`src/rtl/pipe_pkg.sv`:
```
// Shared types and defaults for the pipeline skid buffer.
package pipe_pkg;

  localparam int unsigned DEFAULT_WIDTH = 16;
  localparam int unsigned OCC_W         = 2;

  typedef enum logic [1:0] {
    EMPTY = 2'b00,
    ONE   = 2'b01,
    FULL  = 2'b10
  } state_t;

  // Entry count held in each state.
  function automatic logic [OCC_W-1:0] occ_of(input state_t s);
    case (s)
      ONE:     occ_of = OCC_W'(1);
      FULL:    occ_of = OCC_W'(2);
      default: occ_of = OCC_W'(0);
    endcase
  endfunction

endpackage

```
`src/rtl/pipe_data_reg.sv`:
```
// WIDTH-wide storage register with write enable and async active-low clear.
module pipe_data_reg
  import pipe_pkg::*;
#(
  parameter int unsigned WIDTH = DEFAULT_WIDTH
) (
  input  logic             clk,
  input  logic             rst,
  input  logic             en,
  input  logic [WIDTH-1:0] d,
  output logic [WIDTH-1:0] q
);

  always_ff @(posedge clk or negedge rst) begin
    if (!rst) begin
      q <= '0;
    end else if (en) begin
      q <= d;
    end
  end

endmodule

```
`src/rtl/pipe_skid_buffer.sv`:
```
// Two-entry skid buffer: registered ready/valid on both sides, main + skid storage.
module pipe_skid_buffer
  import pipe_pkg::*;
#(
  parameter int unsigned WIDTH = DEFAULT_WIDTH
) (
  input  logic             clk,
  input  logic             rst,
  input  logic             flush,
  input  logic             in_valid,
  input  logic [WIDTH-1:0] in_data,
  output logic             in_ready,
  output logic             out_valid,
  output logic [WIDTH-1:0] out_data,
  input  logic             out_ready,
  output logic [OCC_W-1:0] occupancy
);

  state_t           state_q;
  state_t           state_d;
  logic             push_c;
  logic             pop_c;
  logic             main_en_c;
  logic             skid_en_c;
  logic [WIDTH-1:0] main_d_c;
  logic [WIDTH-1:0] skid_q;

  assign push_c = in_valid & in_ready;
  assign pop_c  = out_valid & out_ready;

  // State plus handshake/occupancy flops, all derived from the next state.
  always_ff @(posedge clk or negedge rst) begin
    if (!rst) begin
      state_q   <= EMPTY;
      in_ready  <= 1'b1;
      out_valid <= 1'b0;
      occupancy <= '0;
    end else begin
      state_q   <= state_d;
      in_ready  <= (state_d != FULL);
      out_valid <= (state_d != EMPTY);
      occupancy <= occ_of(state_d);
    end
  end

  // Next state and storage load enables; flush overrides any transfer.
  always_comb begin
    state_d   = state_q;
    main_en_c = 1'b0;
    skid_en_c = 1'b0;
    main_d_c  = in_data;
    if (flush) begin
      state_d = EMPTY;
    end else begin
      case (state_q)
        EMPTY: begin
          if (push_c) begin
            state_d   = ONE;
            main_en_c = 1'b1;
          end
        end
        ONE: begin
          if (push_c && !pop_c) begin
            state_d   = FULL;
            skid_en_c = 1'b1;
          end else if (push_c && pop_c) begin
            main_en_c = 1'b1;
          end else if (pop_c) begin
            state_d = EMPTY;
          end
        end
        FULL: begin
          if (pop_c) begin
            state_d   = ONE;
            main_en_c = 1'b1;
            main_d_c  = skid_q;
          end
        end
        default: state_d = EMPTY;
      endcase
    end
  end

  pipe_data_reg #(.WIDTH(WIDTH)) u_main (
    .clk (clk),
    .rst (rst),
    .en  (main_en_c),
    .d   (main_d_c),
    .q   (out_data)
  );

  pipe_data_reg #(.WIDTH(WIDTH)) u_skid (
    .clk (clk),
    .rst (rst),
    .en  (skid_en_c),
    .d   (in_data),
    .q   (skid_q)
  );

endmodule

```
`config.mk`:
```
export PLATFORM = sky130hd
export DESIGN_NAME = pipe_skid_buffer
export DESIGN_NICKNAME = d
export VERILOG_FILES = /design/src/rtl/pipe_pkg.sv /design/src/rtl/pipe_data_reg.sv /design/src/rtl/pipe_skid_buffer.sv
export SDC_FILE = /design/constraint.sdc
export NUM_CORES = 1
export LEC_CHECK = 0
export BUFFER_PORTS_ARGS = -buffer_cell sky130_fd_sc_hd__buf_2
export CAP_MARGIN = 40
export CORE_AREA = 2 2 67 69
export DETAILED_ROUTE_END_ITERATION = 8
export DIE_AREA = 0 0 69 71
export PLACE_DENSITY = 0.7
export SYNTH_ARGS = -nofsm -noshare
export SYNTH_HDL_FRONTEND = slang
export SYNTH_HIERARCHICAL = 1
export SYNTH_SLANG_ARGS = --single-unit
```
`constraint.sdc`:
```
create_clock -name clk -period 4.8 [get_ports clk]
set_input_delay 0.96 -clock clk [delete_from_list [all_inputs] [get_ports clk]]
set_output_delay 0.96 -clock clk [all_outputs]
set_load 0.05 [all_outputs]
```
Word-level counts from Yosys, hierarchy flattened
Cells that the tools add are included.
{ "totals": {"regBits": 38, "output_inout_bits": 20, "in_bits": 21} }
{ "classes": {"muxes": 20, "eq_ne": 5, "n_reduce_logical": 5, "bitwise_logic": 2} }
{ "op_table": {"columns": ["operator", "count"], "rows": [
  ["two-way mux 16 bit", 3],
  ["two-way mux 2 bit", 6],
  ["two-way mux 1 bit", 8],
  ["case mux 2 bit (3 select lines)", 1],
  ["equality test 2 x 1 -> 1 bit (second input constant)", 2],
  ["equality test 2 bit (second input constant)", 2],
  ["case mux 2 bit (2 select lines)", 1],
  ["case mux 1 bit (3 select lines)", 1],
  ["bitwise AND 1 bit", 2],
  ["logical AND 1 bit", 2],
  ["logical NOT 2 bit", 1],
  ["!= test 2 bit (second input constant)", 1],
  ["nonzero test 2 bit", 1],
  ["logical NOT 1 bit", 1]
]} }

Longest topological paths before layout
{ "depth": {"depth_word": 8, "mapped_depth": 6, "ltp_nobuf": 4} }

Modules after synthesis
Netlist, hierarchy kept.
{ "modules_own_cells": {"columns": ["mod", "area_per_inst_um2", "cells_per_inst", "seq_area_each_um2", "instances"], "rows": [
  ["pipe_data_reg", 649.4, 34, 400.4, 2],
  ["pipe_skid_buffer", 515.5, 44, 151.4, 1]
]} }

Worst setup path before layout
OpenSTA, ideal clock, no wires.
{ "synth_path": {"kind": "input port to flip-flop", "startpoint": "input out_ready", "endpoint": "register u_main.q[10]", "path_slack_ps": 2362, "required_ps": 4675, "stages": 6, "t_arrival_ps": 2313, "n_path_buf": 2, "path_cell_list": "nand2_1 or3_2 a21oi_1 buf_6 buf_12 mux2_4"} }
{ "synth_via": {"elab_chain_cells": 6} }
{ "synth_rtl": {"columns": ["element", "line", "rtl"], "rows": [
  ["start, declared", "pipe_skid_buffer.sv:15", "input logic out_ready,"],
  ["bitwise AND 1 bit (*)", "pipe_skid_buffer.sv:29", "assign pop_c = out_valid & out_ready;"],
  ["logical AND 1 bit / logical NOT 1 bit (equally long branches)", "pipe_skid_buffer.sv:66, pipe_skid_buffer.sv:63", null],
  ["two-way mux 1 bit / logical AND 1 bit (equally long branches)", "pipe_skid_buffer.sv:66, pipe_skid_buffer.sv:63", null],
  ["two-way mux 1 bit", "pipe_skid_buffer.sv:63", "if (push_c && !pop_c) begin"],
  ["case mux 1 bit (3 select lines) (*)", "pipe_skid_buffer.sv:55", "case (state_q)"],
  ["two-way mux 1 bit (*)", "pipe_skid_buffer.sv:52", "if (flush) begin"],
  ["named net main_en_c", "pipe_skid_buffer.sv:23", "logic main_en_c;"],
  ["end signal, assigned", "pipe_data_reg.sv:16", "q <= '0;"],
  ["end signal, assigned", "pipe_data_reg.sv:18", "q <= d;"],
  ["end, declared", "pipe_data_reg.sv:11", "output logic [WIDTH-1:0] q"]
]} }
The timed path passes the listed nets; every way through them passes the cells marked *.
A chain may end at the register's enable or synchronous reset.

Worst setup path in the final report
{ "layout_path": {"startpoint": "input out_ready", "endpoint": "register u_main.q[2]"} }
The elaborated chain is that of the path after synthesis.

==> impl_metrics.py <==
metrics = {
    "clocking": {
        "cts_setup_buffers": 0,
        "worst_skew_pair.late_latency_ns": 0.29,
        "cts_tree": "built",
        "clk_pin_slew_worst_paths_ns": 0.07,
        "cts_buffer_depth": 2,
        "clock_sinks": 38,
        "cts_hold_buf": 0,
        "htreeDepth": 2,
        "clock-root-buffer": "clkbuf_8",
        "cts-resized-gates": 0,
        "cts_buffers": 5,
    },
    "critical_path": {
        "worstPathMaxFanout": 10,
        "critPathKind": "in2reg",
        "reg2reg_from": "in_ready",
        "crit_buf_inv": 2,
        "cp_cell_sequence": "buf_2 -> nand2_1 -> or3_2 -> a21oi_2 -> buf_8 -> mux2_2",
        "cp_data_arrival_time_ns": 2.83,
        "r2r_setup_slack_ns": 2.49,
        "r2r_cells": 5,
        "rr_endpoint": "u_main/q[2]",
        "cp.required_ns": 4.97,
        "path_delay_family": "simple AND/OR/NAND/NOR gates",
        "critPathCaptureType": "flip-flop",
        "cp_slowest_stage_delay_ns": 0.51,
        "crit_slowest_cell": "or3_2",
        "crit_path_start_kind": "primary input",
    },
    "grt": {
        "grt_pass1_vias": 1179,
        "antenna_found_initial": 0,
        "grt-ovfl-total": 0,
        "grt_use_total_pct": 15.05,
        "grt_pass1_wl_mm": 5.761,
        "grt_start_max_net_pins": 39,
    },
    "detailed_routing": {
        "drt_iter0_drc": 53,
        "wl_per_cell_um": 15.87,
        "wirelength_mm": 3.317,
        "vias": 1089,
        "drc_errors": 0,
        "final_antenna_net_count": 0,
        "dr.pass1.iters": 6,
        "viasPerCell": 5.211,
    },
    "layout": {
        "nets": 177,
        "most-common-layout-cells": "41 x buf_2, 37 x dfrtp_1, 28 x mux2_2, 20 x mux2_4, 5 x clkbuf_8",
        "final_common_cell": "buf_2",
        "seqCellArea_um2": 952.2,
        "fillers": 382,
        "multi_input_area_um2": 775.7,
        "syn_to_final_growth_pct": 17.45,
        "final_util_pct": 50.68,
        "layout-drive-gt1-share_pct": 66.88,
        "antennaDiodeCount": 0,
        "fin_area_um2": 2131,
    },
    "placement": {
        "gp_congestion": 0.7207,
        "detailed_place_hpwl_mm": 2.324,
        "port_buffers": 40,
        "place_area_um2": 2024,
    },
    "synth": {
        "synth_warnings": 6,
        "synth_top_cell_area_share_pct": 51.03,
        "ys_types": 22,
        "synth_nets": 133,
        "synth.area.top_cells": "dfrtp_1 51%, mux2_2 17%, mux2_4 17%, buf_12 2.2%, buf_8 1.7%",
        "yosysSeqAreaShare_pct": 52.48,
        "synth_area_um2": 1814,
        "syn_avg_cell_area_um2": 16.20,
        "synth_seq_cells": 38,
        "synth_cells": 112,
        "synth_top_area_cell": "dfrtp_1",
    },
    "sta": {
        "post-route-period-util_pct": 55.43,
        "finalHoldViolations": 0,
        "setup-violations-final": 0,
        "post-route-min-period_ns": 2.661,
        "fin_skew_ns": 0.002726,
        "slew_viol_final": 0,
        "relSlewSlack_pct": 45.05,
        "rsz0062_at_grt": "no",
        "timing.fmax_ghz": 0.3759,
        "tightest_slew_ns": 0.8243,
        "tns_ns": 0,
    },
    "hold_path": {
        "hold_depth": 1,
        "hold_end": "u_main/q[9]",
        "hold_class": "reg2reg",
        "worstHoldStart": "u_main/q[9]",
    },
    "die": {
        "die_w_um": 69,
        "start_util_pct": 43.15,
        "ios": 41,
        "die_h_um": 71,
        "die_area_um2": 4899,
        "core_um2": 4204,
        "rows": 24,
    },
    "pwr": {
        "vdd_drop_max_mv": 0.3046,
        "power_leakage_nw": 0.9812,
        "power_w": 0.001148,
        "p_per_area_nw_per_um2": 538.8,
    },
    "flow_run": {
        "cap_violations": 0,
    },
    "run_status": {
        "outcome": "finished clean",
    },
}
[Yosys cell counts, drive strengths merged]
library cell,n
a211oi,1
a21oi,1
a221oi,3
buf,6
dfrtp,37
dfstp,1
inv,1
mux2,48
nand2,3
nand2b,1
nand4,1
nand4b,1
nor3,1
nor4,1
nor4bb,2
o21ai,1
o22a,1
or2,1
or3,1
[cell type report]
| type | instances | area share [%] |
|---|---|---|
| clock inverters | 1 | 1.409 |
| repair buffers | 43 | 10.69 |
| inverters | 1 | 0.1762 |
| flip-flops and latches | 38 | 44.69 |
| clock buffers | 7 | 3.582 |
| multi-input cells | 67 | 36.41 |
| well taps | 52 | 3.053 |
[layer usage]
layer	share of wire, %	GRT usage [%]	wire [um]	vias to the layer above
li1	-	-	-	503
met1	45	19.80	1509	541
met4	1.3	8.279	43	0
met2	46	21.90	1520	42
met3	7.3	5.128	243	3
met5	0	0	0	-
[cell families (layout without fill, tap and decap cells)]
| kind of cell | count (synthesis) | after routing | synth area share, % |
|---|---|---|---|
| mux | 48 | 48 | 33.93 |
| flops | 38 | 38 | 52.48 |
| simple gates | 12 | 12 | 5.311 |
| compound gates | 7 | 7 | 2.965 |
| buf+inv | 7 | 52 | 5.310 |
[worst max-delay path by stage]
| stage | from | endpoint | slack (ns) | depth (start not counted) |
|---|---|---|---|---|
| floorplan | out_ready | u_main/q[10] | 2.36 | 6 |
| global placement | out_ready | u_main/q[2] | 1.71 | 5 |
| detailed placement | out_ready | u_main/q[2] | 1.84 | 6 |
| CTS | out_ready | u_main/q[2] | 2.16 | 6 |
| global route | out_ready | u_main/q[13] | 2.06 | 6 |
| finish | out_ready | u_main/q[2] | 2.14 | 6 |
[power by group]
group	switching (W)	internal [W]
clock network	0.000105	0.000155
logic	0.000240	0.000165
registers	0.0000572	0.000425
[worst reg2reg max path, delay by kind of cell (launching register included)]
kind,cells,cell delay (ns)
simple gates,2,0.55
flops,1,0.57
buf+inv,1,0.23
compound gates,1,0.50
mux,1,0.35
[stage by stage]
stage | cells | hold WS [ns] | setup WS [ns]
floorplan | 112 | 0.4749 | 2.362
global placement | 199 | 0.4837 | 1.707
detailed placement | 201 | 0.4912 | 1.838
CTS | 209 | 0.5098 | 2.160
global route | 209 | 0.5288 | 2.058
finish | 209 | 0.5071 | 2.139
[sequential cells by signal, summed over array words and instances, names as in the netlist]
register / cells
state_q: 2
u_skid/q: 16
occupancy: 2
out_valid: 1
in_ready: 1
u_main/q: 16
(Power assumes the default switching activity.)
